$ cat src/rtl/rtc_pkg.sv
// Shared widths and helpers for the sub-second tick generator.
package rtc_pkg;

    localparam int RTC_ACC_W  = 48;
    localparam int RTC_STEP_W = 32;

    // Step that advances the accumulator by one second's worth (2^48) per CLKFREQ_HZ clocks.
    function automatic logic [RTC_STEP_W-1:0] rtc_default_step(input longint unsigned clkfreq_hz);
        longint unsigned full;
        full = (64'd1 << RTC_ACC_W) / clkfreq_hz;
        return full[RTC_STEP_W-1:0];
    endfunction

endpackage

$ cat src/rtl/rtc_pps_sync.sv
// Two-flop synchronizer for the asynchronous GPS PPS input, followed by a
// registered rising-edge detector (three clocks from pin to o_edge).
module rtc_pps_sync
    import rtc_pkg::*;
(
    input  logic i_clk,
    input  logic i_reset,
    input  logic i_gps_pps,
    output logic o_edge
);

    logic [1:0] sync_reg;
    logic       prev_reg;
    logic       edge_reg;

    always_ff @(posedge i_clk) begin
        if (i_reset) begin
            sync_reg <= 2'b00;
            prev_reg <= 1'b0;
            edge_reg <= 1'b0;
        end else begin
            sync_reg <= {sync_reg[0], i_gps_pps};
            prev_reg <= sync_reg[1];
            edge_reg <= sync_reg[1] & ~prev_reg;
        end
    end

    assign o_edge = edge_reg;

endmodule

$ cat src/rtl/rtc_subck_gen.sv
// Fractional-step sub-second tick and PPS generator with optional GPS re-phasing.
// Define RTC_GPS_SYNC_EN to build in the GPS synchronizer, error capture and lock tracker.
module rtc_subck_gen
    import rtc_pkg::*;
#(
    parameter int                      LGSUBCK      = 2,
    parameter longint unsigned         CLKFREQ_HZ   = 100000000,
    parameter logic [RTC_STEP_W-1:0]   DEFAULT_STEP = rtc_default_step(CLKFREQ_HZ)
) (
    input  logic                  i_clk,
    input  logic                  i_reset,
    input  logic                  i_wr_step,
    input  logic [RTC_STEP_W-1:0] i_step,
    input  logic                  i_sync_en,
    input  logic                  i_gps_pps,
    output logic                  o_sub_ck,
    output logic                  o_pps,
    output logic [RTC_STEP_W-1:0] o_step,
    output logic [31:0]           o_gps_err,
    output logic                  o_gps_locked
);

    localparam int                    SUB_BIT    = RTC_ACC_W - LGSUBCK;
    localparam logic [RTC_ACC_W:0]    STEP_LIMIT = (RTC_ACC_W+1)'(1) << SUB_BIT;
    localparam logic [RTC_STEP_W-1:0] STEP_MAX   = RTC_STEP_W'(STEP_LIMIT - 1'b1);

    logic [RTC_ACC_W-1:0]  acc_reg;
    logic [RTC_STEP_W-1:0] step_reg;
    logic [RTC_STEP_W-1:0] step_next;
    logic [RTC_ACC_W:0]    acc_ext;
    logic [RTC_ACC_W:0]    acc_sum;
    logic                  sub_carry;
    logic                  wrap;
    logic                  sub_ck_reg;
    logic                  pps_reg;
    logic                  gps_edge;
    logic                  rephase;

    // Steps are bounded below one sub-tick so at most one carry crosses SUB_BIT per clock.
    always_comb begin
        acc_ext   = {1'b0, acc_reg};
        acc_sum   = acc_ext + {{(RTC_ACC_W+1-RTC_STEP_W){1'b0}}, step_reg};
        wrap      = acc_sum[RTC_ACC_W];
        sub_carry = acc_sum[SUB_BIT] ^ acc_ext[SUB_BIT];
        step_next = i_step;
        if ({{(RTC_ACC_W+1-RTC_STEP_W){1'b0}}, i_step} >= STEP_LIMIT)
            step_next = STEP_MAX;
    end

    always_ff @(posedge i_clk) begin
        if (i_reset) begin
            acc_reg    <= '0;
            step_reg   <= DEFAULT_STEP;
            sub_ck_reg <= 1'b0;
            pps_reg    <= 1'b0;
        end else begin
            if (rephase) begin
                acc_reg    <= '0;
                sub_ck_reg <= 1'b1;
                pps_reg    <= 1'b1;
            end else begin
                acc_reg    <= acc_sum[RTC_ACC_W-1:0];
                sub_ck_reg <= sub_carry;
                pps_reg    <= wrap;
            end
            if (i_wr_step)
                step_reg <= step_next;
        end
    end

    assign o_sub_ck = sub_ck_reg;
    assign o_pps    = pps_reg;
    assign o_step   = step_reg;

`ifdef RTC_GPS_SYNC_EN
    logic [31:0] gps_err_reg;
    logic [1:0]  miss_reg;
    logic        locked_reg;

    rtc_pps_sync u_pps_sync (
        .i_clk     (i_clk),
        .i_reset   (i_reset),
        .i_gps_pps (i_gps_pps),
        .o_edge    (gps_edge)
    );

    assign rephase = gps_edge & i_sync_en;

    // Lock drops on the second local second that passes without a GPS edge.
    always_ff @(posedge i_clk) begin
        if (i_reset) begin
            gps_err_reg <= '0;
            miss_reg    <= 2'd0;
            locked_reg  <= 1'b0;
        end else if (gps_edge) begin
            gps_err_reg <= acc_reg[RTC_ACC_W-1:16];
            miss_reg    <= 2'd0;
            locked_reg  <= 1'b1;
        end else if (pps_reg && (miss_reg != 2'd2)) begin
            miss_reg <= miss_reg + 2'd1;
            if (miss_reg == 2'd1)
                locked_reg <= 1'b0;
        end
    end

    assign o_gps_err    = gps_err_reg;
    assign o_gps_locked = locked_reg;
`else
    logic unused_gps_inputs;

    assign unused_gps_inputs = i_gps_pps ^ i_sync_en;
    assign gps_edge          = 1'b0;
    assign rephase           = gps_edge;
    assign o_gps_err         = '0;
    assign o_gps_locked      = 1'b0;
`endif

endmodule
$ cat config.mk
export PLATFORM = sky130hd
export DESIGN_NAME = rtc_subck_gen
export DESIGN_NICKNAME = d
export VERILOG_FILES = /design/src/rtl/rtc_pkg.sv /design/src/rtl/rtc_pps_sync.sv /design/src/rtl/rtc_subck_gen.sv
export SDC_FILE = /design/constraint.sdc
export NUM_CORES = 1
export LEC_CHECK = 0
export ABC_AREA = 1
export CELL_PAD_IN_SITES_DETAIL_PLACEMENT = 2
export CELL_PAD_IN_SITES_GLOBAL_PLACEMENT = 2
export CORE_ASPECT_RATIO = 1.2
export CORE_UTILIZATION = 28
export DETAILED_ROUTE_END_ITERATION = 6
export PLACE_DENSITY = 0.79
export SLEW_MARGIN = 20
export SYNTH_ARGS = -nofsm -noshare
export SYNTH_HDL_FRONTEND = slang
export SYNTH_HIERARCHICAL = 1
export SYNTH_SLANG_ARGS = --single-unit
$ cat constraint.sdc
create_clock -name i_clk -period 2.59 [get_ports i_clk]
set_input_delay 0.6475 -clock i_clk [delete_from_list [all_inputs] [get_ports i_clk]]
set_output_delay 0.6475 -clock i_clk [all_outputs]
set_load 0.02 [all_outputs]
# After elaboration in Yosys (flattened, before gate mapping)
# Index checks and enable logic that the tools add are counted.
totals:
  regBits: 82
  inputBits: 37
  out_inout_bits: 67
  elab_cells: 6
classes:
  addsub: 1
  bitwise: 1
ops:
  columns: ["cell", "count"]
  rows:
  - ["adder 48 x 32 -> 49 bit", 1]
  - ["XOR 1 bit", 1]

# Longest topological paths before layout
# Gate-level depths: netlist of the first run.
depth:
  ltp_word: 2
  depth_mapped: 14
  ltp_nobuf: 14

# Least setup slack after synthesis of the first run
# No wires, ideal clock.
synth_timing:
  path_kind: "register to register"
  from: "register step_reg[0] (netlist: o_step[0])"
  to: "register acc_reg[32]"
  setup_time_ns: 0.113
  arrival_time_ns: 1.836
  required_ns: 2.477
  setup_slack_ns: 0.641
  stages_incl_launch_ff: 13
  path_buffers: 0
  synth_period_minus_slack_ns: 1.949
  cell_sequence: "dfxtp_1 > ha_1 > fa_1 > nand3_1 > nand3_1 > nand2_1 > nand2_1 > nand2_1 > nand2_2 > nand2_1 > nand2_2 > nor2_1 > nor2_1"
synth_between:
  elab_chain_cells: 1
synth_lines:
  columns: ["item", "line", "source"]
  rows:
  - ["start: declaration", "rtc_subck_gen.sv:28", "logic [RTC_STEP_W-1:0] step_reg;"]
  - ["start signal: assignment", "rtc_subck_gen.sv:67", "step_reg <= step_next;"]
  - ["adder 48 x 32 -> 49 bit", "rtc_subck_gen.sv:42", "acc_sum = acc_ext + {{(RTC_ACC_W+1-RTC_STEP_W){1'b0}}, step_reg};"]
  - ["end signal: assignment", "rtc_subck_gen.sv:62", "acc_reg <= acc_sum[RTC_ACC_W-1:0];"]
  - ["end: declaration", "rtc_subck_gen.sv:27", "logic [RTC_ACC_W-1:0] acc_reg;"]
# Every way passes these cells.
# A chain may end at the register's enable or synchronous reset.

# Final worst setup path of the first run
layout_timing:
  from: "register step_reg[0] (netlist: o_step[0])"
  to: "register acc_reg[28]"
# The elaborated chain is that of the path after synthesis.

==> impl_metrics.py, run 1 <==
metrics = {
    "cts": {
        "cts.reportedPaths.clkPinSlew_ps": 70,
        "clockBufferDepth": 2,
        "cts_made_buffers": 9,
        "post-cts-setup-buffers": 0,
        "cts_resized": 0,
        "tritoncts_num_sinks": 82,
        "clk_root_buffer_cell": "sky130_fd_sc_hd__clkbuf_16",
        "cts_tree": "done",
        "post_cts_hold_buffer_count": 0,
        "worst_skew_pair_later_pin_latency_ps": 360,
        "cts.htree.levels": 3,
    },
    "logic_synthesis": {
        "ys.warnings.count": 6,
        "synth.top_cells.by_area": "sky130_fd_sc_hd__dfxtp_1 27%, sky130_fd_sc_hd__nand2_1 19%, sky130_fd_sc_hd__inv_1 9.2%",
        "register_bit_count_reported_by_yosys": 82,
        "cell_area_after_synthesis_mm2": 0.00609,
        "synth_ff_type": "sky130_fd_sc_hd__dfxtp_1",
        "synth_top_cell_by_area": "sky130_fd_sc_hd__dfxtp_1",
        "async_flop_share_pct": 0,
        "synth-seq-area-share_pct": 27.0,
        "synth_cell_types": 33,
        "synth_top_area_share_pct": 27.0,
        "synth_cells": 1009,
        "post_synth.cell_area_avg_um2": 6.03,
        "synth_enable_flop_cells": 0,
    },
    "worst_setup_path": {
        "cp-startpoint": "o_step[0]$_SDFFE_PP1P_",
        "critical_path_data_required_time_ps": 2850,
        "worstSetupEndpoint": "acc_reg[28]$_SDFF_PP0_",
        "cp_common_cell": "sky130_fd_sc_hd__nand3_1",
        "crit_slowest_cell": "sky130_fd_sc_hd__fa_1",
        "timing_worst_setup_path_type": "reg2reg",
        "crit-reg2reg-capture": "acc_reg[28]$_SDFF_PP0_",
        "cp-start-kind": "flip-flop",
        "crit_chain": "ha_1, fa_1, nand3_1, nand3_1, nand3_1, nand3b_4, nand3_1, nand3_1, nor2_1, nor2_1",
        "max_stage_delay_ps": 490,
        "critical_path_peak_fanout": 5,
        "arrival_ps": 2630,
        "startpoint_of_the_lowest_slack_register_to_register_path": "o_step[0]$_SDFFE_PP1P_",
        "cp-end-kind": "flip-flop",
        "reg2reg_depth": 10,
        "rrSetupSlack_ps": 220,
    },
    "timing": {
        "max_slew.worst_pin.slew_ps": 518,
        "fin_skew_ps": 13.2,
        "slew_viol_final": 0,
        "max_freq_ghz": 0.422,
        "timing_hold_violations_final": 0,
        "relSlewSlack_pct": 65.4,
        "setup_tns_final_ps": 0,
        "post-route-min-period_ps": 2370,
        "timing.final.crit_share_pct": 91.4,
        "setup_ws_ps": 222,
        "rsz_0062_raised_after_global_routing": "false",
        "setup_violating_endpoint_count_in_the_final_report": 0,
    },
    "job": {
        "cap_violations": 0,
    },
    "floorplanning": {
        "placeableCoreArea_mm2": 0.0211,
        "io_pins": 104,
        "dieWidth_um": 137,
        "total_die_area_mm2": 0.0223,
        "chipHeight_um": 164,
        "rows": 58,
        "start_util_pct": 28.8,
    },
    "detailed_routing": {
        "post-route-drc-count": 0,
        "via_count": 6364,
        "wire_per_inst_um": 15.8,
        "drt_iter0_markers": 192,
        "ant_nets": 0,
        "detail_route.vias_per_cell": 4.70,
        "routed_wirelength_mm": 21.3,
        "drtPass1Iterations": 4,
    },
    "placement": {
        "numPortBuffers": 68,
        "dpl.hpwl_mm": 17.6,
        "place_ws_ps": 255,
        "gp_routability_congestion": 0.871,
    },
    "finish": {
        "largest_register_ffs": 48,
        "final_layout_size_suffix_gt1_share_pct": 10.0,
        "fin_nets": 1150,
        "core_occupancy_in_the_finished_layout_pct": 34.5,
        "fill_cells": 2634,
        "area_growth_syn_to_layout_pct": 19.8,
        "antenna_cells_inserted": 0,
    },
    "grt": {
        "grtUsageTotal_pct": 20.1,
        "grt_antenna_before_repair": 0,
        "grt_first_pass_wirelength_mm": 34.0,
        "pin_count_of_the_biggest_net_entering_global_routing": 33,
        "first_global_vias": 6657,
        "grt-ovfl-total": 0,
    },
    "min_path": {
        "holdCritPathClass": "reg2reg",
    },
    "pwr": {
        "p_leak_uw": 0.00354,
        "worst_ir_drop_vdd_mv": 0.325,
        "cellPowerDensity_mw_per_mm2": 765,
    },
    "outcome": {
        "outcome": "finished clean",
    },
}
-- placed cells by master (no fill, tap or decap), drive strengths merged, types with 12 or more instances in the layout --
cell / n
nand2: 330
inv: 166
nor2: 160
dfxtp: 82
clkdlybuf4s50: 68
nand3: 54
a21oi: 50
o21ai: 47
conb: 33
ha: 32
nor3: 13
nand4: 12
-- Yosys cell counts, types with 3 or more instances --
| cell | count |
|---|---|
| sky130_fd_sc_hd__nor3_2 | 7 |
| sky130_fd_sc_hd__and2_0 | 3 |
| sky130_fd_sc_hd__nand4_1 | 12 |
| sky130_fd_sc_hd__nor2_1 | 128 |
| sky130_fd_sc_hd__o21a_1 | 3 |
| sky130_fd_sc_hd__nand3_2 | 4 |
| sky130_fd_sc_hd__clkbuf_1 | 11 |
| sky130_fd_sc_hd__nand3b_1 | 4 |
| sky130_fd_sc_hd__nor2_4 | 7 |
| sky130_fd_sc_hd__a21oi_1 | 47 |
| sky130_fd_sc_hd__inv_2 | 15 |
| sky130_fd_sc_hd__nand2_1 | 306 |
| sky130_fd_sc_hd__nand2_2 | 24 |
| sky130_fd_sc_hd__nor3_1 | 6 |
| sky130_fd_sc_hd__inv_1 | 149 |
| sky130_fd_sc_hd__nor2_2 | 25 |
| sky130_fd_sc_hd__dfxtp_1 | 82 |
| sky130_fd_sc_hd__o21ai_0 | 46 |
| sky130_fd_sc_hd__a21oi_2 | 3 |
| sky130_fd_sc_hd__nand3_1 | 50 |
| sky130_fd_sc_hd__buf_4 | 34 |
| sky130_fd_sc_hd__ha_1 | 32 |
-- cells by family after synthesis --
kind of cell               count (synthesis)  share of synthesized area (%)
other                                      1                         0.0616
adders and majority gates                 33                           6.91
buffers and inverters                    212                           15.2
AOI/OAI and AO/OA                        102                           8.76
and+or+nand+nor                          578                           42.0
xor gates and xnor gates                   1                          0.144
DFF                                       82                           27.0
-- metrics by stage --
stage / power, uW / instance area [um^2] / std cells / hold WS [ps]
after CTS: 5670 / 7290 / 1355 / 496
after global routing: 6010 / 7290 / 1355 / 520
after floorplan: 3380 / 6210 / 1041 / 474
after global placement: 4140 / 6990 / 1339 / 475
final: 5570 / 7290 / 1355 / 489
after detailed placement: 4240 / 6990 / 1339 / 487
-- worst max-delay path, delay by kind of cell (launching register included) --
family / cells / cell delay, ps
and+or+nand+nor: 8 / 1190
DFF: 1 / 320
adders and majority gates: 2 / 750
-- worst min-delay path by stage --
stage / from / endpoint / depth (start not counted)
finish: o_step[0]$_SDFFE_PP1P_ / o_step[0]$_SDFFE_PP1P_ / 2
CTS: o_step[0]$_SDFFE_PP1P_ / o_step[0]$_SDFFE_PP1P_ / 2
detailed placement: o_step[0]$_SDFFE_PP1P_ / o_step[0]$_SDFFE_PP1P_ / 2
global placement: o_step[9]$_SDFFE_PP1P_ / o_step[9]$_SDFFE_PP1P_ / 2
floorplan: acc_reg[47]$_SDFF_PP0_ / o_pps$_SDFF_PP0_ / 2
global route: o_step[2]$_SDFFE_PP1P_ / o_step[2]$_SDFFE_PP1P_ / 2
-- layer usage --
layer  part of all wire (%)  global-route usage, %  up-vias
li1                       -                      -     3187
met1                     43                   23.1     3065
met2                     52                   37.2       83
met3                    2.1                   2.70       29
met4                    2.8                   7.78        0
met5                      0                      0        -
-- layout make-up --
cell class / count / area [um^2] / area share [%]
multi-input combinational: 747 / 3640 / 49.9
tap: 270 / 338 / 4.63
clock buffer: 11 / 243 / 3.33
inverter: 165 / 619 / 8.49
sequential: 82 / 1640 / 22.5
clock inverter: 5 / 62.6 / 0.858
timing repair buffer: 75 / 746 / 10.2
-- report_power, final --
part           internal (uW)  leakage, uW  switching (uW)
clock network            780     0.000142             591
logic                    805      0.00272            1840
registers               1480     0.000678            87.1
Power figures use the tool's default switching activity.
==> run 2: changes to the inputs <==
Settings changed: CORE_ASPECT_RATIO 1.2 to unset, RECOVER_POWER set to 25.
==> impl_metrics.py, run 2 (same netlist as run 1, synthesis figures left out) <==
metrics = {
    "detailed_routing": {
        "wl_met1_mm": 9.92,
        "wire_per_inst_um": 16.1,
        "detail_route.vias_per_cell": 4.73,
        "wl_met3_um": 770,
        "met2_wirelength_mm": 10.8,
        "dr.max_layer_used": "met4",
        "drt_iter0_markers": 216,
        "routed_wirelength_mm": 21.8,
        "ant_nets": 0,
        "post-route-drc-count": 0,
        "drtPass1Iterations": 4,
        "via_count": 6420,
    },
    "grt": {
        "grt-ovfl-total": 0,
        "pin_count_of_the_biggest_net_entering_global_routing": 33,
        "first_global_vias": 6870,
        "grtUsageTotal_pct": 20.5,
        "grt_first_pass_wirelength_mm": 35.0,
        "grt_antenna_before_repair": 1,
    },
    "pwr": {
        "worst_ir_drop_vdd_mv": 0.297,
        "p_leak_uw": 0.00351,
        "cellPowerDensity_mw_per_mm2": 760,
        "finalPower_uw": 5500,
    },
    "worst_setup_path": {
        "arrival_ps": 2730,
        "max_stage_delay_ps": 480,
        "crit_chain": "ha_1, fa_1, nand3_1, nand3_1, nand3_1, nand3b_4, nand3_1, nand3_1, nand2_1, nand2_1, nor2_1",
        "cp_common_cell": "sky130_fd_sc_hd__nand3_1",
        "critical_path_peak_fanout": 5,
        "critical_path_data_required_time_ps": 2880,
        "cp-start-kind": "flip-flop",
        "crit_slowest_cell": "sky130_fd_sc_hd__fa_1",
        "rrSetupSlack_ps": 150,
        "timing_worst_setup_path_type": "reg2reg",
        "cp-end-kind": "flip-flop",
    },
    "timing": {
        "post-route-min-period_ps": 2440,
        "timing_hold_violations_final": 0,
        "setup_ws_ps": 150,
        "rsz_0062_raised_after_global_routing": "false",
        "setup_violating_endpoint_count_in_the_final_report": 0,
        "setup_tns_final_ps": 0,
        "timing.final.crit_share_pct": 94.2,
        "fin_skew_ps": 9.84,
        "max_slew.worst_pin.slew_ps": 918,
        "relSlewSlack_pct": 38.8,
        "slew_viol_final": 0,
        "max_freq_ghz": 0.410,
    },
    "placement": {
        "place.detailed.instances": 1343,
        "numPortBuffers": 68,
        "gp_routability_congestion": 0.867,
        "placed_area_mm2": 0.00698,
        "place_ws_ps": 181,
        "dpl.hpwl_mm": 18.0,
    },
    "finish": {
        "final_layout_size_suffix_gt1_share_pct": 9.79,
        "layout.cells.most_common_list": "306 x sky130_fd_sc_hd__nand2_1, 149 x sky130_fd_sc_hd__inv_1, 128 x sky130_fd_sc_hd__nor2_1",
        "regArea_mm2": 0.00164,
        "finish.cell_count_without_fillers": 1358,
        "fill_cells": 2643,
        "fin_nets": 1149,
        "area_growth_syn_to_layout_pct": 19.0,
        "multi_input_area_mm2": 0.00364,
        "antenna_cells_inserted": 0,
        "final_common_cell": "sky130_fd_sc_hd__nand2_1",
        "design_area_mm2": 0.00724,
        "largest_register_ffs": 48,
    },
    "min_path": {
        "holdCritPathClass": "reg2reg",
    },
    "cts": {
        "worst_skew_pair_later_pin_latency_ps": 360,
        "cts_resized": 0,
        "clk_root_buffer_cell": "sky130_fd_sc_hd__clkbuf_16",
        "cts_made_buffers": 9,
        "clockBufferDepth": 2,
        "cts.reportedPaths.clkPinSlew_ps": 70,
        "cts_tree": "done",
        "cts.htree.levels": 3,
        "post-cts-setup-buffers": 0,
        "tritoncts_num_sinks": 82,
        "post_cts_hold_buffer_count": 0,
    },
    "floorplanning": {
        "rows": 53,
        "total_die_area_mm2": 0.0223,
        "start_util_pct": 28.8,
        "io_pins": 104,
        "chipHeight_um": 149,
        "placeableCoreArea_mm2": 0.0212,
        "dieWidth_um": 149,
    },
    "job": {
        "cap_violations": 0,
    },
    "outcome": {
        "outcome": "finished clean",
    },
}
==> run 2: worst paths after layout <==
check | start | to | cells past startpoint
max | o_step[0]$_SDFFE_PP1P_ | acc_reg[28]$_SDFF_PP0_ | 11
min | o_step[3]$_SDFFE_PP1P_ | o_step[3]$_SDFFE_PP1P_ | 2
max reg2reg | o_step[0]$_SDFFE_PP1P_ | acc_reg[28]$_SDFF_PP0_ | 11
min reg2reg | o_step[3]$_SDFFE_PP1P_ | o_step[3]$_SDFFE_PP1P_ | 2
==> run 2: where the power goes <==
part / total [uW] / leakage (uW) / switching (uW) / internal, uW
sequential: 1570 / 0.000678 / 97.1 / 1480
combinational: 2650 / 0.00270 / 1850 / 800
clock: 1280 / 0.000130 / 583 / 697
total: 5500 / 0.00351 / 2530 / 2970
==> run 2: cell type report <==
class	instances	area share, %
multi-input cells	747	50.3
clock inverters	4	0.380
inverters	165	8.55
flip-flops and latches	82	22.7
clock buffers	11	3.49
well taps	275	4.75
repair buffers	74	9.88
==> run 2: worst max-delay path, delay by kind of cell, from the launching register on <==
family        cells  cell delay (ps)
fa+ha+maj         2              750
flops             1              330
simple gates      9             1280
==> run 2: stage by stage <==
step	hold slack, ps	utilization (%)
floorplan	474	-
global placement	479	33.0
detailed placement	493	33.0
CTS	505	34.3
global route	532	34.2
finish	492	34.2
==> run 2: routing by layer <==
| layer | GRT usage [%] | vias up |
|---|---|---|
| li1 | - | 3175 |
| met4 | 5.56 | 0 |
| met2 | 37.3 | 97 |
| met1 | 25.1 | 3129 |
| met3 | 2.74 | 19 |
| met5 | 0 | - |
